## config.mk

```make
export PLATFORM = sky130hd
export DESIGN_NAME = kavach_response_sequencer
export DESIGN_NICKNAME = d
export VERILOG_FILES = /design/src/rtl/kavach_pkg.sv /design/src/rtl/kavach_event_fifo.sv /design/src/rtl/kavach_response_sequencer.sv
export SDC_FILE = /design/constraint.sdc
export NUM_CORES = 1
export LEC_CHECK = 0
export ABC_AREA = 1
export CAP_MARGIN = 20
export CORE_UTILIZATION = 30
export CTS_CLUSTER_DIAMETER = 40
export DETAILED_ROUTE_END_ITERATION = 10
export GPL_TIMING_DRIVEN = 0
export HOLD_SLACK_MARGIN = 0.06
export PLACE_DENSITY = 0.5
export SYNTH_ARGS = -nofsm -noshare
export SYNTH_HDL_FRONTEND = slang
export SYNTH_HIERARCHICAL = 1
export SYNTH_SLANG_ARGS = --single-unit
```

## constraint.sdc

```tcl
create_clock -name clk -period 4.7 [get_ports clk]
set_clock_uncertainty 0.05 [all_clocks]
set_input_delay 1.175 -clock clk [delete_from_list [all_inputs] [get_ports clk]]
set_output_delay 1.175 -clock clk [all_outputs]
set_load 0.01 [all_outputs]
```

## src/rtl/kavach_pkg.sv

```systemverilog
// Shared encodings for the Kavach response sequencer:
// FSM states, anomaly flag positions and event-log field layout.
package kavach_pkg;

    typedef enum logic [2:0] {
        ST_IDLE     = 3'd0,
        ST_CONFIRM  = 3'd1,
        ST_ALERT    = 3'd2,
        ST_CONTAIN  = 3'd3,
        ST_LOCKDOWN = 3'd4,
        ST_RECOVER  = 3'd5
    } state_t;

    localparam int AV_W  = 6;
    localparam int SEV_W = 2;

    localparam int AV_IPC     = 0;
    localparam int AV_PC_JUMP = 1;
    localparam int AV_PRIV    = 2;
    localparam int AV_MEM_OOB = 3;
    localparam int AV_FLUSH   = 4;
    localparam int AV_NMI     = 5;

    localparam logic [SEV_W-1:0] SEV_NONE = 2'd0;
    localparam logic [SEV_W-1:0] SEV_HIGH = 2'd3;

    // Log entry is {anomaly_vec, severity, timestamp, last_bad_pc}, PC at bit 0.
    function automatic int log_pc_lsb();
        return 0;
    endfunction

    function automatic int log_ts_lsb(input int pc_w);
        return pc_w;
    endfunction

    function automatic int log_sev_lsb(input int pc_w, input int ts_w);
        return pc_w + ts_w;
    endfunction

    function automatic int log_av_lsb(input int pc_w, input int ts_w);
        return pc_w + ts_w + SEV_W;
    endfunction

    function automatic int log_width(input int pc_w, input int ts_w);
        return AV_W + SEV_W + ts_w + pc_w;
    endfunction

endpackage

```

## src/rtl/kavach_event_fifo.sv

```systemverilog
// First-word-fall-through event log with full/empty flags.
// Pops on empty are ignored; a push while full succeeds only alongside a pop.
module kavach_event_fifo #(
    parameter int WIDTH = 56,
    parameter int DEPTH = 8
) (
    input  logic             clk,
    input  logic             rst_n,
    input  logic             i_push,
    input  logic [WIDTH-1:0] i_data,
    input  logic             i_pop,
    output logic [WIDTH-1:0] o_data,
    output logic             o_empty,
    output logic             o_full
);

    localparam int AW = $clog2(DEPTH);

    logic [WIDTH-1:0] r_mem [DEPTH];
    logic [AW:0]      r_wr;
    logic [AW:0]      r_rd;
    logic             w_pop;
    logic             w_push;

    assign o_empty = (r_wr == r_rd);
    assign o_full  = (r_wr[AW] != r_rd[AW]) &&
                     (r_wr[AW-1:0] == r_rd[AW-1:0]);
    assign w_pop   = i_pop && !o_empty;
    assign w_push  = i_push && (!o_full || w_pop);

    // Head is masked so the output reads zero whenever the log is empty.
    assign o_data  = o_empty ? '0 : r_mem[r_rd[AW-1:0]];

    always_ff @(posedge clk) begin
        if (w_push) begin
            r_mem[r_wr[AW-1:0]] <= i_data;
        end
    end

    always_ff @(posedge clk or negedge rst_n) begin
        if (!rst_n) begin
            r_wr <= '0;
            r_rd <= '0;
        end else begin
            if (w_push) begin
                r_wr <= r_wr + (AW+1)'(1);
            end
            if (w_pop) begin
                r_rd <= r_rd + (AW+1)'(1);
            end
        end
    end

endmodule

```

## src/rtl/kavach_response_sequencer.sv

```systemverilog
// Escalating anomaly response FSM with registered alert/halt/zeroize
// outputs and a timestamped event log of rising anomaly flags.
module kavach_response_sequencer
    import kavach_pkg::*;
#(
    parameter int PC_WIDTH    = 32,
    parameter int TS_WIDTH    = 16,
    parameter int LOG_DEPTH   = 8,
    parameter int CONFIRM_CYC = 16,
    parameter int ACK_TIMEOUT = 1024
) (
    input  logic                           clk,
    input  logic                           rst_n,
    input  logic                           monitor_ready,
    input  logic [5:0]                     anomaly_vec,
    input  logic [1:0]                     severity,
    input  logic [PC_WIDTH-1:0]            last_bad_pc,
    input  logic                           host_ack,
    input  logic                           host_clear,
    input  logic                           log_rd_en,
    output logic                           irq_alert,
    output logic                           cpu_halt_req,
    output logic                           key_zeroize,
    output logic [2:0]                     state_o,
    output logic                           log_valid,
    output logic [8+TS_WIDTH+PC_WIDTH-1:0] log_data,
    output logic                           log_overflow
);

    localparam int LW     = log_width(PC_WIDTH, TS_WIDTH);
    localparam int PC_LSB = log_pc_lsb();
    localparam int TS_LSB = log_ts_lsb(PC_WIDTH);
    localparam int SV_LSB = log_sev_lsb(PC_WIDTH, TS_WIDTH);
    localparam int AV_LSB = log_av_lsb(PC_WIDTH, TS_WIDTH);
    localparam int CW     = $clog2(CONFIRM_CYC + 1);
    localparam int TW     = $clog2(ACK_TIMEOUT + 1);

    localparam logic [CW-1:0] CNT_LAST = CW'(CONFIRM_CYC - 1);
    localparam logic [TW-1:0] TMO_LAST = TW'(ACK_TIMEOUT - 1);

    state_t              r_state;
    state_t              w_state_nxt;
    logic [CW-1:0]       r_cnt;
    logic [CW-1:0]       w_cnt_nxt;
    logic [TW-1:0]       r_tmo;
    logic [TW-1:0]       w_tmo_nxt;
    logic                r_irq;
    logic                r_halt;
    logic                r_key;
    logic                r_lock_seen;
    logic                w_irq;
    logic                w_halt;
    logic                w_key;
    logic [TS_WIDTH-1:0] r_ts;
    logic [AV_W-1:0]     r_av_prev;
    logic                r_ovf;
    logic                w_sev_any;
    logic                w_sev_hi;
    logic                w_cnt_last;
    logic                w_push;
    logic                w_pop;
    logic                w_drop;
    logic                w_empty;
    logic                w_full;
    logic [LW-1:0]       w_entry;

    assign w_sev_any  = (severity != SEV_NONE);
    assign w_sev_hi   = (severity == SEV_HIGH);
    assign w_cnt_last = (r_cnt == CNT_LAST);

    always_ff @(posedge clk or negedge rst_n) begin
        if (!rst_n) begin
            r_state <= ST_IDLE;
            r_cnt   <= '0;
            r_tmo   <= '0;
        end else begin
            r_state <= w_state_nxt;
            r_cnt   <= w_cnt_nxt;
            r_tmo   <= w_tmo_nxt;
        end
    end

    always_comb begin
        w_state_nxt = r_state;
        w_cnt_nxt   = r_cnt;
        w_tmo_nxt   = '0;
        unique case (r_state)
            ST_IDLE: begin
                if (monitor_ready && w_sev_any) begin
                    w_state_nxt = ST_CONFIRM;
                end
            end
            ST_CONFIRM: begin
                if (!w_sev_any) begin
                    w_state_nxt = ST_IDLE;
                end else if (w_sev_hi || w_cnt_last) begin
                    w_state_nxt = ST_ALERT;
                end else begin
                    w_cnt_nxt = r_cnt + CW'(1);
                end
            end
            ST_ALERT: begin
                w_tmo_nxt = r_tmo + TW'(1);
                if (host_ack) begin
                    w_state_nxt = ST_RECOVER;
                end else if (w_sev_hi || r_tmo == TMO_LAST) begin
                    w_state_nxt = ST_CONTAIN;
                end
            end
            ST_CONTAIN: begin
                if (w_sev_hi && w_cnt_last) begin
                    w_state_nxt = ST_LOCKDOWN;
                end else if (host_clear) begin
                    w_state_nxt = ST_RECOVER;
                end else if (w_sev_hi) begin
                    w_cnt_nxt = r_cnt + CW'(1);
                end else begin
                    w_cnt_nxt = '0;
                end
            end
            ST_LOCKDOWN: begin
                w_state_nxt = ST_LOCKDOWN;
            end
            ST_RECOVER: begin
                if (w_sev_hi) begin
                    w_state_nxt = ST_ALERT;
                end else if (w_sev_any) begin
                    w_cnt_nxt = '0;
                end else if (w_cnt_last) begin
                    w_state_nxt = ST_IDLE;
                end else begin
                    w_cnt_nxt = r_cnt + CW'(1);
                end
            end
            default: begin
                w_state_nxt = ST_IDLE;
            end
        endcase
        // Every state entry starts its persistence window from zero.
        if (w_state_nxt != r_state) begin
            w_cnt_nxt = '0;
            w_tmo_nxt = '0;
        end
    end

    always_comb begin
        w_irq  = 1'b0;
        w_halt = 1'b0;
        w_key  = 1'b0;
        unique case (r_state)
            ST_ALERT: begin
                w_irq = 1'b1;
            end
            ST_CONTAIN: begin
                w_irq  = 1'b1;
                w_halt = 1'b1;
            end
            ST_LOCKDOWN: begin
                w_irq  = 1'b1;
                w_halt = 1'b1;
                w_key  = !r_lock_seen;
            end
            default: begin
            end
        endcase
    end

    always_ff @(posedge clk or negedge rst_n) begin
        if (!rst_n) begin
            r_irq       <= 1'b0;
            r_halt      <= 1'b0;
            r_key       <= 1'b0;
            r_lock_seen <= 1'b0;
        end else begin
            r_irq       <= w_irq;
            r_halt      <= w_halt;
            r_key       <= w_key;
            r_lock_seen <= (r_state == ST_LOCKDOWN);
        end
    end

    assign irq_alert    = r_irq;
    assign cpu_halt_req = r_halt;
    assign key_zeroize  = r_key;
    assign state_o      = r_state;

    always_comb begin
        w_entry                       = '0;
        w_entry[PC_LSB +: PC_WIDTH]   = last_bad_pc;
        w_entry[TS_LSB +: TS_WIDTH]   = r_ts;
        w_entry[SV_LSB +: SEV_W]      = severity;
        w_entry[AV_LSB +: AV_W]       = anomaly_vec;
    end

    assign w_push = |(anomaly_vec & ~r_av_prev);
    assign w_pop  = log_rd_en && !w_empty;
    assign w_drop = w_push && w_full && !w_pop;

    always_ff @(posedge clk or negedge rst_n) begin
        if (!rst_n) begin
            r_ts      <= '0;
            r_av_prev <= '0;
            r_ovf     <= 1'b0;
        end else begin
            r_ts      <= r_ts + TS_WIDTH'(1);
            r_av_prev <= anomaly_vec;
            if (w_drop) begin
                r_ovf <= 1'b1;
            end else if (host_clear) begin
                r_ovf <= 1'b0;
            end
        end
    end

    kavach_event_fifo #(
        .WIDTH (LW),
        .DEPTH (LOG_DEPTH)
    ) u_log (
        .clk     (clk),
        .rst_n   (rst_n),
        .i_push  (w_push),
        .i_data  (w_entry),
        .i_pop   (log_rd_en),
        .o_data  (log_data),
        .o_empty (w_empty),
        .o_full  (w_full)
    );

    assign log_valid    = !w_empty;
    assign log_overflow = r_ovf;

endmodule

```

==> metrics.md, run 1 <==
| Metric | Value |
|---|---|
| Max Slew Vio Count | `0` |
| Tightest hold margin | `between 0.3 and 0.4 ns` |
| First DRT Iteration DRCs | `~960` |
| Sequential fraction of the synthesis area | `between 70% and 80%` |
| Nets | `1,936` |
| CTS root buf | `clkbuf_16` |
| DP Worst Slack | `between 0.3 and 0.4 ns` |
| Count of input and output buffers | `109` |
| Worst setup margin | `approximately 0.26 ns` |
| RSZ-0062 raised after global routing | `no` |
| Final setup viols | `0` |
| Grt total ovfl | `0` |
| Post_cts resized | `0` |
| Row count | `95` |
| Finished Layout Cells | `between 2,000 and 3,000` |
| Syn Area/Cell | `~12 sq um` |
| Initial antenna violation count | `1` |
| DRT Pass-1 Iters | `5` |
| Vias in the first global route | `13,700` |
| Reg-to-reg slack, setup | `approximately 2.0 ns` |
| Status | `finished, final reports clean` |
| Period minus WS final | `approximately 4.4 ns` |
| CORE AREA | `0.0673 sq mm` |
| Clock latency on the worst-skew pair | `around 0.6 ns` |
| H-Tree Depth | `3` |
| Antenna fix cells | `0` |
| Final hold violations | `0` |
| Total number of vias | `between 10,000 and 15,000` |
| Post-synth top flop | `edfxtp_1` |
| RePlAce Congestion | `between 0.7 and 0.8` |
| Postcts setup bufs | `0` |
| Hold crit path type | `reg2reg` |
| Layout area overhead | `25.1%` |
| First-pass GRT wire length | `about 85,000 um` |
| Critical Path Fanout Max | `10` |
| Fillers | `6,448` |
| Synth warn | `6` |
| Number of synthesized register bits | `~500` |
| Most frequent cells in the layout | `448 x edfxtp_1, 430 x nor2_1, 217 x o21ai_0` |
| Total global-route track usage | `between 10% and 20%` |
| Placed insts | `2,678` |
| Pin count of the biggest net entering global routing | `55` |
| Max Cap Violations | `0` |
| Mapped Cells | `~1,700` |
| Static leakage | `9.05 nW` |
| Vert. Die Dim | `approximately 260 um` |
| Most common cell after layout, fill and taps aside | `edfxtp_1` |
| DRC Markers | `0` |
| Post-synth EDFFs | `448` |
| Headroom to the max-slew limit | `between 40% and 50%` |
| Top Ports | `110` |
| Max clock buf depth | `3` |
| Die W | `approximately 260 um` |
| Tcrit/Tclk final | `94.5%` |
| Worst setup SP type | `register` |
| Fmax | `between 200 and 250 MHz` |
| Arr. time, crit path | `around 3.2 ns` |
| Slew @ Worst Pin | `0.856 ns` |
| CP endpoint kind | `output pin` |
| Via density | `~4.8` |
| ANT nets after route | `0` |
| CTS Buf Count | `77` |
| Asr flop ratio synth | `a little over a tenth` |
| Initial core utilization | `between 30% and 40%` |
| Yosys cell types | `between 40 and 50` |
| Detailed-route wire length per cell | `between 15 and 20 um` |
| Max VDD drop | `around 0.37 mV` |
| Clock Pin Slew Worst Setup and Hold Paths | `~0.060 ns` |
| Layout cell share with drive strength beyond 1 | `13.4%` |
| Synthesized cell area | `0.0205 sq mm` |
| Hold buffer count at cts | `0` |
| CTS tree | `yes` |
| Worst Path Required | `around 3.5 ns` |
| Final WL | `~56,000 um` |
| Mapped Nets | `approximately 1,700` |
| PD cells | `roughly 750 mW/mm^2` |
| Die area | `between 0.06 and 0.07 sq mm` |
| Detailed placement HPWL | `35,300 um` |
| CP Class | `reg2out` |
| CTS sink cnt | `between 500 and 600` |
-- synthesized netlist by cell type, types with 2 or more instances --
cell	n	share of area [%]
dfrtp_1	54	6.6
buf_2	34	0.83
nor2_1	437	8.0
inv_2	8	0.15
xor2_1	12	0.51
inv_1	41	0.75
nand3b_1	4	0.15
nand2_1	80	1.5
buf_6	14	0.77
o21ai_2	4	0.17
nor3_1	6	0.15
xnor2_1	6	0.26
nor2_4	2	0.11
ha_1	6	0.37
o21ai_0	217	5.3
buf_1	2	0.037
o22ai_1	58	1.8
nand3_2	2	0.098
nor2_2	12	0.37
clkbuf_2	6	0.15
clkbuf_1	33	0.61
nand4_1	2	0.061
nand2_2	8	0.24
o21ai_1	117	2.9
nand3_4	2	0.17
or2_2	4	0.12
buf_4	7	0.26
nand3_1	34	0.83
edfxtp_1	448	66
a21oi_1	9	0.22
-- flip-flops by register name (all words and copies together), names as in the netlist --
name          count
u_log/r_wr        4
r_av_prev         6
u_log/r_mem     448
r_tmo            11
u_log/r_rd        4
r_cnt             5
r_lock_seen       1
log_overflow      1
key_zeroize       1
cpu_halt_req      1
irq_alert         1
r_ts             16
state_o           3
-- power by group --
part | leakage (nW) | switching [mW] | internal [mW]
Combinational | 2.95 | 4.73 | 2.69
Sequential | 4.86 | 0.225 | 5.92
Clock | 1.24 | 2.06 | 3.59
Total | 9.05 | 7.01 | 12.2
-- final timing paths --
path / startpoint / endpoint / cells after the start
setup / recovery: u_log/r_rd[2]$_DFFE_PN0P_ / log_data[40] / 7
hold / removal: r_lock_seen$_DFF_PN0_ / key_zeroize$_DFF_PN0_ / 1
min in group asynchronous: rst_n / u_log/r_rd[2]$_DFFE_PN0P_ / 1
hold reg to reg: r_lock_seen$_DFF_PN0_ / key_zeroize$_DFF_PN0_ / 1
max in group asynchronous: rst_n / log_overflow$_DFFE_PN0P_ / 1
setup reg to reg: u_log/r_rd[0]$_DFFE_PN0P_ / u_log/r_mem[6][35]$_DFFE_PP_ / 8
-- metal layers --
metal,wire length (um),GRT usage [%]
met1,24600,21.3
met2,27400,27.4
met3,2900,3.02
met4,1410,5.26
met5,13,0
-- stage by stage --
stage	cell area (sq um)	total power [mW]	setup TNS (ns)	util (%)
after floorplan	20500	10.2	0	-
after global placement	22600	13.6	-1401.92	33.6
after detailed placement	23000	13.8	0	34.2
after CTS	25600	19.5	0	38.0
after global routing	25600	20.3	0	38.0
final	25600	19.2	0	38.0
-- worst max-delay path: stages (launching register included) --
cell	delay [ns]
dfrtp_1	0.36
buf_4	0.19
inv_2	0.06
buf_2	0.34
clkbuf_1	0.47
o21ai_0	0.28
nor2_1	0.30
clkdlybuf4s50_1	0.60
-- cells by family after synthesis --
| group | share of synthesized area [%] |
|---|---|
| DFF | 72.4 |
| buffers and inverters | 3.65 |
| xor gates and xnor gates | 0.985 |
| and+or+nand+nor | 12.1 |
| adders and majority gates | 0.367 |
| AOI/OAI and AO/OA | 10.5 |
-- cell type report --
type / instances / area (sq um) / area share, %
Sequential cell: 502 / 14800 / 57.8
Multi-Input combinational cell: 1032 / 4950 / 19.4
Clock buffer: 88 / 2010 / 7.85
Timing Repair Buffer: 124 / 1410 / 5.51
Tap cell: 873 / 1090 / 4.27
Clock inverter: 53 / 574 / 2.24
Buffer: 97 / 557 / 2.18
Inverter: 50 / 193 / 0.753
No activity file was read; power rests on OpenSTA's default activity.
==> run 2: changes to the inputs <==
SKIP_LAST_GASP = 1   (was default)
==> results of run 2 <==
No change in the layout: final DEF, timing and power equal those of run 1.
